--- src/rtl/mvu_acc_out_stream.sv ---
// Output stream buffer for PE accumulator results: captures one word per in_acc_v pulse into a
// FIFO and presents it downstream on a valid/ready interface with occupancy and overflow flags.
module mvu_acc_out_stream #(
   parameter int unsigned PE        = 2,
   parameter int unsigned TDstI     = 16,
   parameter int unsigned DEPTH     = 4,
   parameter int unsigned AF_MARGIN = 1
) (
   input  logic                         clk,
   input  logic                         rst,
   input  logic                         in_acc_v,
   input  logic [PE*TDstI-1:0]          in_acc,
   output logic                         out_v,
   input  logic                         out_rdy,
   output logic [PE*TDstI-1:0]          out_dat,
   output logic [$clog2(DEPTH+1)-1:0]   occ,
   output logic                         almost_full,
   output logic                         ovf_err
);

   localparam int unsigned W    = PE * TDstI;
   localparam int unsigned OccW = $clog2(DEPTH + 1);
   localparam int unsigned PtrW = $clog2(DEPTH);
   localparam logic [OccW-1:0] DepthOcc = OccW'(DEPTH);
   localparam logic [OccW-1:0] AfThresh = OccW'(DEPTH - AF_MARGIN);

   logic [W-1:0]    mem_q [DEPTH];
   logic [PtrW-1:0] wr_q, rd_q;
   logic [OccW-1:0] occ_q, occ_d;
   logic            af_q, af_d;
   logic            ovf_q, ovf_d;
   logic            push, pop, full;

   always_comb begin
      pop   = (occ_q != '0) && out_rdy;
      full  = (occ_q == DepthOcc);
      // A pop frees the slot on the same edge, so a full FIFO still accepts push+pop.
      push  = in_acc_v && (!full || pop);
      occ_d = occ_q;
      if (push && !pop) begin
         occ_d = occ_q + OccW'(1);
      end else if (pop && !push) begin
         occ_d = occ_q - OccW'(1);
      end
      af_d  = (occ_d >= AfThresh);
      ovf_d = ovf_q | (in_acc_v & full & ~pop);
   end

   always_ff @(posedge clk) begin
      if (rst) begin
         wr_q  <= '0;
         rd_q  <= '0;
         occ_q <= '0;
         af_q  <= 1'b0;
         ovf_q <= 1'b0;
      end else begin
         if (push) wr_q <= wr_q + PtrW'(1);
         if (pop)  rd_q <= rd_q + PtrW'(1);
         occ_q <= occ_d;
         af_q  <= af_d;
         ovf_q <= ovf_d;
      end
   end

   always_ff @(posedge clk) begin
      if (!rst && push) begin
         mem_q[wr_q] <= in_acc;
      end
   end

   always_comb begin
      out_v       = (occ_q != '0);
      out_dat     = out_v ? mem_q[rd_q] : '0;
      occ         = occ_q;
      almost_full = af_q;
      ovf_err     = ovf_q;
   end

endmodule

--- config.mk ---
export PLATFORM = sky130hd
export DESIGN_NAME = mvu_acc_out_stream
export DESIGN_NICKNAME = d
export VERILOG_FILES = /design/src/rtl/mvu_acc_out_stream.sv
export SDC_FILE = /design/constraint.sdc
export NUM_CORES = 1
export LEC_CHECK = 0
export BUFFER_PORTS_ARGS = -buffer_cell sky130_fd_sc_hd__buf_2
export CAP_MARGIN = 10
export CELL_PAD_IN_SITES_DETAIL_PLACEMENT = 0
export CELL_PAD_IN_SITES_GLOBAL_PLACEMENT = 1
export CORE_UTILIZATION = 45
export CTS_BUF_LIST = sky130_fd_sc_hd__clkbuf_4 sky130_fd_sc_hd__clkbuf_8
export CTS_CLUSTER_DIAMETER = 30
export DETAILED_ROUTE_END_ITERATION = 10
export PLACE_DENSITY = 0.72
export SLEW_MARGIN = 20
export SYNTH_ARGS = -nofsm -noshare
export SYNTH_HDL_FRONTEND = slang
export SYNTH_SLANG_ARGS = --single-unit
--- constraint.sdc ---
create_clock -name clk -period 2.7 [get_ports clk]
set_input_delay 0.54 -clock clk [delete_from_list [all_inputs] [get_ports clk]]
set_output_delay 0.54 -clock clk [all_outputs]
set_load 0.02 [all_outputs]
==> flow_metrics.tcl <==
set metrics [dict create \
    ys.flop_type "edfxtp_1" \
    die_area_um2 12900 \
    yosysTopAreaCell "edfxtp_1" \
    place_inst 507 \
    holdCritPathClass "input pin to flip-flop" \
    grt_max_degree 39 \
    yosysTopAreaCellShare_pct 68.7 \
    finalClockSkew_ns 0.00811 \
    rr_endpoint "mem_q[2][16]" \
    post-route-util_pct 56.2 \
    drtPass1Iterations 4 \
    synth_area_um2 5600 \
    synth_edf_count 128 \
    ys_top_cells_by_area "edfxtp_1, mux4_1, and2_1" \
    io_pins 74 \
    dr.first_iter.drc_count 137 \
    io_buffers 73 \
    antenna_found_initial 1 \
    ys_top_cells_by_count "edfxtp_1, and2_1, mux4_1" \
    synth-warning-count 0 \
    cp.required_ns 2.16 \
    finalWorstSetupSlack_ns 0.145 \
    path_max_fanout 14 \
    worstSetupEndpointType "output port" \
    drc_errors 0 \
    core_area_um2 12100 \
    numCtsBuffers 17 \
    netlist_instances 272 \
    r2r_slack_ns 0.72 \
    routabilityCongestion 0.668 \
    leakagePower_nw 2.44 \
    num_rows 40 \
    drive_gt1_share_pct 35.0 \
    cts_root_buf "clkbuf_8" \
    insertion_delay_ns 0.42 \
    drv_cap 0 \
    cts_tree "built" \
    nFillCells 928 \
    final_cells 540 \
    synth.yosys.seq_area_share_pct 72.6 \
    outcome "complete, no violations" \
    fmax_ghz 0.391 \
    die_w_um 114 \
    path_class "flip-flop to output port" \
    synthToLayoutAreaGrowth_pct 21.1 \
    worstPathCellList "buf_12, mux4_1, and2_1, buf_2" \
    tns_ns 0 \
    die_h_um 114 \
    fin_crit_sh_pct 94.6 \
    vias 2748 \
    syn_area_per_cell_um2 20.6 \
    ir_drop_mv 0.454 \
    finalSetupViolCount 0 \
    grt_pass1_wl_um 15000 \
    hold_path_end "mem_q[3][19]" \
    h-tree-depth 4 \
    drv_slew 0 \
    final_nets 401 \
    clk_path_buf_depth 2 \
    yosysMostFrequentCell "edfxtp_1" \
    cts.sinks 139 \
    grt.overflow.total 0 \
    initial_core_util_pct 46.4 \
    fin_crit_ns 2.56 \
    place_area_um2 6250 \
    cts.clk_slew.worst_paths_ns 0.08 \
    worstRegToRegCells 6 \
    relSlewSlack_pct 71.8 \
    post_drt_via_cell_ratio 5.09 \
    r2r-start "occ[0]" \
    cp_slowest_cell "mux4_1" \
    globalRouteTotalUtil_pct 16.3 \
    holdCritStartpoint "in_acc[19]" \
    fin_area_um2 6780 \
    syn_nets 315 \
    dp_hpwl_um 5600 \
    seqCellArea_um2 4070 \
    hold_viol 0 \
    drt-wirelength-per-cell_um 17.6 \
    multiInputGateArea_um2 1430 \
    ys_seq_elements 139 \
    wirelength_um 9520 \
    hold_path_depth 1 \
    p_per_area_nw_per_um2 840 \
    grt_pass1_vias 2804 \
    yosysUniqueCellTypes 36 \
    crit_path_max_incr_delay_ns 0.60 \
    start_kind "flip-flop" \
    worst_slew_pin_slew_ns 0.423 \
    detail-route-antenna-nets 0 \
    dpl_worst_slack_ns 0.498 \
    rsz0062_at_grt "no" \
    arrival_ns 2.02 \
    ys_async_sr_fraction_pct 0 \
]
==> flip-flops by register name (all words and copies together) (netlist names), named ones only <==
| signal | flops |
|---|---|
| occ | 3 |
| wr_q | 2 |
| rd_q | 2 |
| mem_q | 128 |
| almost_full | 1 |
| ovf_err | 1 |
==> through the flow <==
stage / power (mW) / hold WS (ns)
floorplan: 3.26 / 0.485
global placement: 3.61 / 0.446
detailed placement: 3.62 / 0.469
CTS: 5.77 / 0.292
global route: 5.94 / 0.284
finish: 5.69 / 0.329
==> critical path, delay by kind of cell (launching register included) <==
kind	cells	cell delay, ns
buffers and inverters	2	0.34
DFF	1	0.46
and+or+nand+nor	1	0.19
muxes	1	0.60
==> metal layers <==
metal,vias up,track usage [%],wire length (um)
li1,1283,-,-
met1,1386,19.3,4040
met2,67,27.0,4830
met3,12,6.70,512
met4,0,5.70,146
met5,-,0,0
==> kinds of logic (layout without fill, tap and decap cells) <==
group                    count (synthesis)  after routing  share of synthesized area, %
buffers and inverters                   19            118                          2.01
XOR/XNOR                                 3              3                         0.469
flip-flops                             139            139                          72.6
AND/OR/NAND/NOR                         59             59                          6.19
other                                    0              1                             0
AO/OA/AOI/OAI                           11             11                          1.99
multiplexers                            34             34                          15.2
adder cells (fa/ha/maj)                  7              7                          1.56
==> final cells by class <==
| class | instances | share of cell area, % |
|---|---|---|
| tap | 168 | 3.10 |
| antenna | 1 | 0.0369 |
| multi-input combinational | 114 | 21.0 |
| sequential | 139 | 60.0 |
| timing repair buffer | 81 | 7.75 |
| clock buffer | 17 | 3.45 |
| clock inverter | 15 | 4.34 |
| inverter | 5 | 0.277 |
==> report_power, final <==
part / internal [mW] / total (mW) / switching, mW
Clock: 1.38 / 2.14 / 0.759
Sequential: 2.44 / 2.50 / 0.0581
Combinational: 0.472 / 1.05 / 0.577
Total: 4.30 / 5.69 / 1.39
==> worst max path at each step <==
stage,slack [ns],end,from
6_report,0.14,out_dat[0],flip-flop
5_1_grt,0.05,out_dat[0],flip-flop
4_1_cts,0.006,out_dat[0],flip-flop
3_5_place_dp,0.50,out_dat[0],flip-flop
3_3_place_gp,0.49,out_dat[0],flip-flop
2_1_floorplan,0.26,mem_q[0][0],occ[0]
==> placed cells by master, fill, tap and decap left out, types with 4 or more instances in the layout <==
master / count
and2_1: 32
mux4_1: 29
nor2_1: 9
ha_1: 7
and2_2: 4
dfxtp_1: 9
buf_12: 8
buf_2: 73
bufinv_16: 8
clkbuf_8: 17
edfxtp_1: 128
inv_1: 5
==> timing repair <==
action / CTS / global route
hold buffers: 0 / 0
resized for setup: 0 / 1
endpoints found under the setup margin: 0 / 5
setup buffers: 0 / 0
hold endpoints to repair: 0 / 0
Power figures use the tool's default switching activity.
